==> src/rtl/bootram_loader.sv <==
// Boot RAM loader: parses a framed byte stream from the UART receiver and writes the
// payload into the boot RAM, holding the CPU in reset until a frame with a good checksum lands.
module bootram_loader #(
    parameter int          ADDR_W      = 11,
    parameter logic [7:0]  SYNC_BYTE   = 8'hA5,
    parameter logic [23:0] TIMEOUT     = 24'd2700000,
    parameter logic [7:0]  RELEASE_CYC = 8'd16
) (
    input  logic              clk,
    input  logic              reset,
    input  logic              rx_valid,
    input  logic [7:0]        rx_data,
    output logic              ram_ce,
    output logic              ram_wre,
    output logic [ADDR_W-1:0] ram_ad,
    output logic [7:0]        ram_din,
    output logic              cpu_reset,
    output logic              busy,
    output logic              done,
    output logic              err
);

    typedef enum logic [2:0] {
        S_IDLE, S_LEN_L, S_LEN_H, S_DATA, S_CHK, S_HOLD, S_FAIL
    } state_t;

    localparam logic [16:0] MAX_LEN = 17'(1) << ADDR_W;

    state_t            state, state_next;
    logic [7:0]        len_lo;
    logic [15:0]       len;
    logic [15:0]       cnt;
    logic [ADDR_W-1:0] addr;
    logic [7:0]        sum;
    logic [23:0]       gap;
    logic [7:0]        hold_cnt;

    logic        start, wr, release_cpu, enter_fail;
    logic [15:0] len_in;
    logic        len_ok, watched, timeout_hit;

    assign len_in      = {rx_data, len_lo};
    assign len_ok      = (len_in != 16'd0) && ({1'b0, len_in} <= MAX_LEN);
    assign watched     = (state == S_LEN_L) || (state == S_LEN_H) ||
                         (state == S_DATA)  || (state == S_CHK);
    // gap counts cycles since the last accepted byte; the edge that would make it TIMEOUT fails the frame
    assign timeout_hit = watched && !rx_valid && (gap == TIMEOUT - 24'd1);

    always_comb begin
        state_next  = state;
        start       = 1'b0;
        wr          = 1'b0;
        release_cpu = 1'b0;
        case (state)
            S_IDLE: begin
                if (rx_valid && rx_data == SYNC_BYTE) begin
                    state_next = S_LEN_L;
                    start      = 1'b1;
                end
            end
            S_LEN_L: begin
                if (rx_valid)         state_next = S_LEN_H;
                else if (timeout_hit) state_next = S_FAIL;
            end
            S_LEN_H: begin
                if (rx_valid)         state_next = len_ok ? S_DATA : S_FAIL;
                else if (timeout_hit) state_next = S_FAIL;
            end
            S_DATA: begin
                if (rx_valid) begin
                    wr = 1'b1;
                    if (cnt == len - 16'd1) state_next = S_CHK;
                end else if (timeout_hit) begin
                    state_next = S_FAIL;
                end
            end
            S_CHK: begin
                if (rx_valid)         state_next = (8'(sum + rx_data) == 8'd0) ? S_HOLD : S_FAIL;
                else if (timeout_hit) state_next = S_FAIL;
            end
            S_HOLD: begin
                if (hold_cnt == RELEASE_CYC - 8'd1) begin
                    state_next  = S_IDLE;
                    release_cpu = 1'b1;
                end
            end
            S_FAIL:  state_next = S_IDLE;
            default: state_next = S_IDLE;
        endcase
        enter_fail = (state_next == S_FAIL) && (state != S_FAIL);
    end

    always_ff @(posedge clk) begin
        if (reset) begin
            state     <= S_IDLE;
            len_lo    <= '0;
            len       <= '0;
            cnt       <= '0;
            addr      <= '0;
            sum       <= '0;
            gap       <= '0;
            hold_cnt  <= '0;
            ram_ce    <= 1'b0;
            ram_ad    <= '0;
            ram_din   <= '0;
            cpu_reset <= 1'b0;
            done      <= 1'b0;
            err       <= 1'b0;
        end else begin
            state  <= state_next;
            ram_ce <= wr;
            if (wr) begin
                ram_ad  <= addr;
                ram_din <= rx_data;
                addr    <= addr + 1'b1;
                sum     <= sum + rx_data;
                cnt     <= cnt + 16'd1;
            end
            if (state == S_LEN_L && rx_valid) len_lo <= rx_data;
            if (state == S_LEN_H && rx_valid) len    <= len_in;
            gap      <= (!watched || rx_valid) ? 24'd0 : gap + 24'd1;
            hold_cnt <= (state == S_HOLD) ? hold_cnt + 8'd1 : 8'd0;
            if (start) begin
                cpu_reset <= 1'b1;
                done      <= 1'b0;
                err       <= 1'b0;
                sum       <= '0;
                addr      <= '0;
                cnt       <= '0;
            end
            if (release_cpu) begin
                cpu_reset <= 1'b0;
                done      <= 1'b1;
            end
            // cpu_reset deliberately left high on failure: the RAM image is not trustworthy
            if (enter_fail) err <= 1'b1;
        end
    end

    assign ram_wre = ram_ce;
    assign busy    = (state != S_IDLE);

endmodule
==> config.mk <==
export PLATFORM = sky130hd
export DESIGN_NAME = bootram_loader
export DESIGN_NICKNAME = d
export VERILOG_FILES = /design/src/rtl/bootram_loader.sv
export SDC_FILE = /design/constraint.sdc
export NUM_CORES = 1
export LEC_CHECK = 0
export BUFFER_PORTS_ARGS = -buffer_cell sky130_fd_sc_hd__buf_2
export CORE_MARGIN = 1
export CORE_UTILIZATION = 43
export DETAILED_ROUTE_END_ITERATION = 8
export HOLD_SLACK_MARGIN = 0.1
export PLACE_DENSITY_LB_ADDON = 0.25
export RECOVER_POWER = 50
export SYNTH_ARGS = -nofsm -noshare
export SYNTH_HDL_FRONTEND = slang
export SYNTH_SLANG_ARGS = --single-unit
==> constraint.sdc <==
create_clock -name clk -period 4.85 [get_ports clk]
set_input_delay 0.97 -clock clk [delete_from_list [all_inputs] [get_ports clk]]
set_output_delay 0.97 -clock clk [all_outputs]
set_load 0.02 [all_outputs]
Word level (Yosys, flattened, before mapping)
Cells that the tools add are included.
Storage, ports and cells
  bits in registers: 117
  bits of input ports: 11
  output and inout port bits: 25
  word-level logic and storage cells: 76
Cells by class
  $add $sub $neg: 6
  magnitude comparators: 1
  eq/ne operators: 11
  multiplexer cells: 20
  bitwise operators: 1
  reductions and logical operators: 23
Operators with widths (count)
  two-way mux 3 bit: 9
  adder 24 x 1 -> 24 bit, second input constant: 1
  equality test 24 x 22 -> 1 bit, second input constant: 1
  case mux 3 bit (6 select lines): 1
  adder 16 x 1 -> 16 bit, second input constant: 1
  equality test 16 bit: 1
  <= comparator 16 x 12 -> 1 bit, second input constant: 1
  nonzero test 16 bit: 1
  subtractor 16 x 1 -> 16 bit, second input constant: 1
  adder 11 x 1 -> 11 bit, second input constant: 1
  equality test 3 bit, second input constant: 3
  two-way mux 1 bit: 9
  adder 8 x 1 -> 8 bit, second input constant: 1
  adder 8 bit: 1
  equality test 8 x 4 -> 1 bit, second input constant: 1
  equality test 8 bit, second input constant: 1
  zero test 8 bit: 1
  OR reduction 2 bit: 4
  logical AND 1 bit: 7
  equality test 3 x 2 -> 1 bit, second input constant: 2
  logical OR 1 bit: 4
  nonzero test 2 bit: 2
  equality test 3 x 1 -> 1 bit, second input constant: 1
  zero test 3 bit: 1
  other kinds (5): 6

Logic depth before layout (Yosys ltp)
  depth in word-level cells: 12
  gate-level depth with buffers: 11
  mapped depth without buffers: 11

Least setup slack after synthesis
No wires, ideal clock.
  kind: flip-flop to flip-flop
  from: register len[3]
  to: register err
  library setup time: 120 ps
  arrival time: 3069 ps
  data required time: 4730 ps
  slack: 1661 ps
  stages on the path, launching flop included: 10
  buffers on the path: 1
  clock period less this slack: 3189 ps
  cell sequence: dfxtp_1 buf_2 or4_4 nand2b_1 or4_1 xnor2_1 or4_1 or4b_4 nor4bb_1 a211o_1
Between the ends
  longest elaborated chain between the ends: 8
  elaborated cells between the ends (all ways): 9
  those cells by class: add/sub (1); eq/ne (2); mux (4); reduce/logical (2)
RTL lines
  start: declaration: RTL line 31  | logic [15:0] len;
  start signal: assignment: RTL line 120  | if (state == S_LEN_H && rx_valid) len <= len_in;
  subtractor 16 x 1 -> 16 bit (*): RTL line 72  | if (cnt == len - 16'd1) state_next = S_CHK;
  equality test 16 bit (*): RTL line 72
  two-way mux 3 bit (*): RTL line 72
  two-way mux 3 bit (*): RTL line 70  | if (rx_valid) begin
  case mux 3 bit (6 select lines) (*): RTL line 54  | case (state)
  equality test 3 bit (*): RTL line 90  | enter_fail = (state_next == S_FAIL) && (state != S_FAIL);
  logical AND 1 bit (*): RTL line 90
  two-way mux 1 bit or nonzero test 2 bit (tied branches)
  end signal: assignment: RTL line 108  | err <= 1'b0;
  end signal: assignment: RTL line 126  | err <= 1'b0;
  end signal: assignment: RTL line 136  | if (enter_fail) err <= 1'b1;
  end: declaration: RTL line 20  | output logic err
Every way passes the cells marked *; elsewhere a longest branch is shown, timed or not.
A chain may end at the register's enable or synchronous reset.

Worst setup path after layout
Same ends and word-level chain as after synthesis.

==> flow_metrics.env <==
export IMPL_hold_viol=0
export IMPL_overflow=0
export IMPL_tightestPinTransition_ns=2.18
export IMPL_skew_ns=0.0107
export IMPL_core_area_mm2=0.0126
export IMPL_cts_tree="built"
export IMPL_clkPwrFrac_pct=52.0
export IMPL_cts_buffers=17
export IMPL_synthTopCellsByArea="dfxtp_1 42%, nand2_1 8.2%, xor2_1 7.2%"
export IMPL_critPathCapture="err$_SDFFE_PP0P_"
export IMPL_post_route_min_period_ns=3.39
export IMPL_cp_required_ns=5.16
export IMPL_fin_util_pct=51.2
export IMPL_crit_type="reg2reg"
export IMPL_via_per_inst=5.22
export IMPL_hold_path_class="reg2reg"
export IMPL_fin_hold_ws_ns=0.454
export IMPL_maxSlewHeadroom_pct=-45.6
export IMPL_fmax_ghz=0.295
export IMPL_p_leak_nw=2.23
export IMPL_maxCapViolCount=1
export IMPL_post_cts_buffers=0
export IMPL_die_h_um=116
export IMPL_rsz0062_at_grt="false"
export IMPL_worst_r2r_endpoint="err$_SDFFE_PP0P_"
export IMPL_finalSetupTns_ns=0
export IMPL_violations="capacitance limit, slew limit"
export IMPL_cts_buffer_depth=2
export IMPL_yosysMostFrequentCell="nand2_1"
export IMPL_swShare_pct=24.2
export IMPL_yosysSeqAreaShare_pct=42.0
export IMPL_startpoint_type="flop"
export IMPL_yosys_register_bits=117
export IMPL_rows=41
export IMPL_r2r_start="len[3]$_SDFFE_PP0P_"
export IMPL_ant_nets=0
export IMPL_post_route_period_util_pct=69.8
export IMPL_clk_latency_ns=0.42
export IMPL_drtPass1Iterations=6
export IMPL_power_mw=2.59
export IMPL_cts_htree_levels=4
export IMPL_grt_pass1_wl_um=20600
export IMPL_cts_sinks=117
export IMPL_ys_dominant_reg_cell="dfxtp_1"
export IMPL_grt_max_degree=54
export IMPL_peakVddDrop_mv=0.313
export IMPL_power_density_mw_per_mm2=401
export IMPL_die_x_um=116
export IMPL_seqPwrFrac_pct=39.1
export IMPL_clk_pin_slew_ns=0.06
export IMPL_routedWlPerCell_um=13.9
export IMPL_drt_iter0_markers=273
export IMPL_first_global_vias=4325
export IMPL_synthArstFlopShare_pct=0
export IMPL_synth_common_cells="122 x nand2_1, 117 x dfxtp_1, 96 x nor2_1, 61 x a21oi_1, 46 x xor2_1"
export IMPL_drc_errors=0
export IMPL_power_switching_mw=0.627
export IMPL_dieArea_mm2=0.0134
export IMPL_end_kind="flop"
export IMPL_maxSlewViolCount=54
export IMPL_netlist_area_mm2=0.00557
export IMPL_ctsRootBufferMaster="clkbuf_16"
export IMPL_worstPathMaxFanout=8
export IMPL_yosysUniqueCellTypes=53
export IMPL_dpl_hpwl_um=8850
export IMPL_r2r_slack_ns=1.46
export IMPL_final_nets=741
export IMPL_synth_edff_count=0
export IMPL_syn_inst=694
export IMPL_arrival_ns=3.69
export IMPL_cts_resized=0
export IMPL_reg2regPathDepth=8
export IMPL_io_buffer_count=35
export IMPL_setup_viol=0
export IMPL_area_growth_pct=16.0
export IMPL_outcome="finished, violations left"
export IMPL_initial_core_util_pct=44.2
export IMPL_io_pins=36
export IMPL_antenna_found_initial=0
export IMPL_grt_usage_pct=20.0
export IMPL_syn_area_per_cell_um2=8.03
export IMPL_yosysWarnings=0
export IMPL_gp_congestion=0.863
export IMPL_intPower_mw=1.97
export IMPL_synth_top_area_cell="dfxtp_1"
export IMPL_drive_gt1_share_pct=7.26
export IMPL_synth_top_area_share_pct=42.0
export IMPL_combPwrFrac_pct=8.9
export IMPL_drt_total_wl_um=12500
export IMPL_synth_nets=718
export IMPL_vias=4704
export IMPL_crit_start="len[3]$_SDFFE_PP0P_"
export IMPL_num_antenna_cells=0
export IMPL_hold_buffers=0
## critical path, stage by stage (launching register included)
cell and delay [ns]:
dfxtp_1 0.38, or4_4 0.61, nand2b_1 0.21, or4_1 0.43, xnor2_1 0.13, or4_1 0.39, or4b_4 0.59, nor4bb_1 0.17
a211o_1 0.35
## cells by family after synthesis
kind of cell | count (synthesis) | share of synthesized area (%)
compound gates | 100 | 10.0
buf+inv | 46 | 3.19
xor+xnor | 72 | 11.3
mux | 13 | 2.38
fa+ha+maj | 13 | 3.05
flops | 117 | 42.0
simple gates | 333 | 28.0
## how the worst min path moves through the flow
stage,startpoint,end,slack (ns),cells past startpoint
2_1_floorplan,hold_cnt[0]$_SDFF_PP0_,hold_cnt[0]$_SDFF_PP0_,0.42,1
3_3_place_gp,hold_cnt[0]$_SDFF_PP0_,hold_cnt[0]$_SDFF_PP0_,0.43,1
3_5_place_dp,ram_din[5]$_SDFFE_PP0P_,ram_din[5]$_SDFFE_PP0P_,0.45,2
4_1_cts,ram_din[5]$_SDFFE_PP0P_,ram_din[5]$_SDFFE_PP0P_,0.46,2
5_1_grt,ram_din[5]$_SDFFE_PP0P_,ram_din[5]$_SDFFE_PP0P_,0.48,2
6_report,ram_din[5]$_SDFFE_PP0P_,ram_din[5]$_SDFFE_PP0P_,0.45,2
## sequential cells by signal, summed over array words and instances (netlist names)
signal	count
len	16
cnt	16
hold_cnt	8
gap	24
done	1
len_lo	8
ram_din	8
err	1
ram_ce	1
ram_ad	11
state	3
cpu_reset	1
addr	11
sum	8
## layer usage
metal  wire length, µm  part of all wire, %  GRT usage, %  up-vias
li1                  -                    -             -     2393
met5                 0                    0             0        -
met1              5560                   44          23.4     2226
met2              6200                   49          33.3       66
met3               449                  3.6          6.01       19
met4               332                  2.6          9.40        0
## layout by cell type (no fill, tap or decap), drive strengths merged, types with 9 or more instances in the layout
cell and n:
xor2 46, clkbuf 48, xnor2 26, o21ai 16, or3 12, nor2 96, ha 12, nand3 21
nand4 15, nor3 9, mux2i 11, dfxtp 117, and3 9, inv 12, buf 12, nand2 122
a21oi 61
## layout make-up
class / count / area, µm²
Clock buffer: 21 / 470
Multi-Input combinational cell: 531 / 3050
Fill cell: 1257 / 6160
Tap cell: 172 / 215
Clock inverter: 11 / 173
Inverter: 11 / 41.3
Sequential cell: 117 / 2340
Timing Repair Buffer: 39 / 169
## stage by stage
step	setup slack [ns]	instances	area (µm²)
after floorplan	1.66	694	5570
after global placement	1.33	870	5860
after detailed placement	1.31	870	5860
final	1.46	902	6460
after CTS	1.51	902	6500
after global routing	1.17	902	6460
## power groups by stage
stage | clock network [mW] | logic [mW] | registers (mW)
after floorplan | 0 | 0.196 | 1.01
after global placement | 0 | 0.228 | 1.03
after detailed placement | 0 | 0.232 | 1.03
after CTS | 1.37 | 0.233 | 1.01
after global routing | 1.41 | 0.264 | 1.02
final | 1.35 | 0.232 | 1.01
Note: power is estimated with default switching activity, not from simulation.
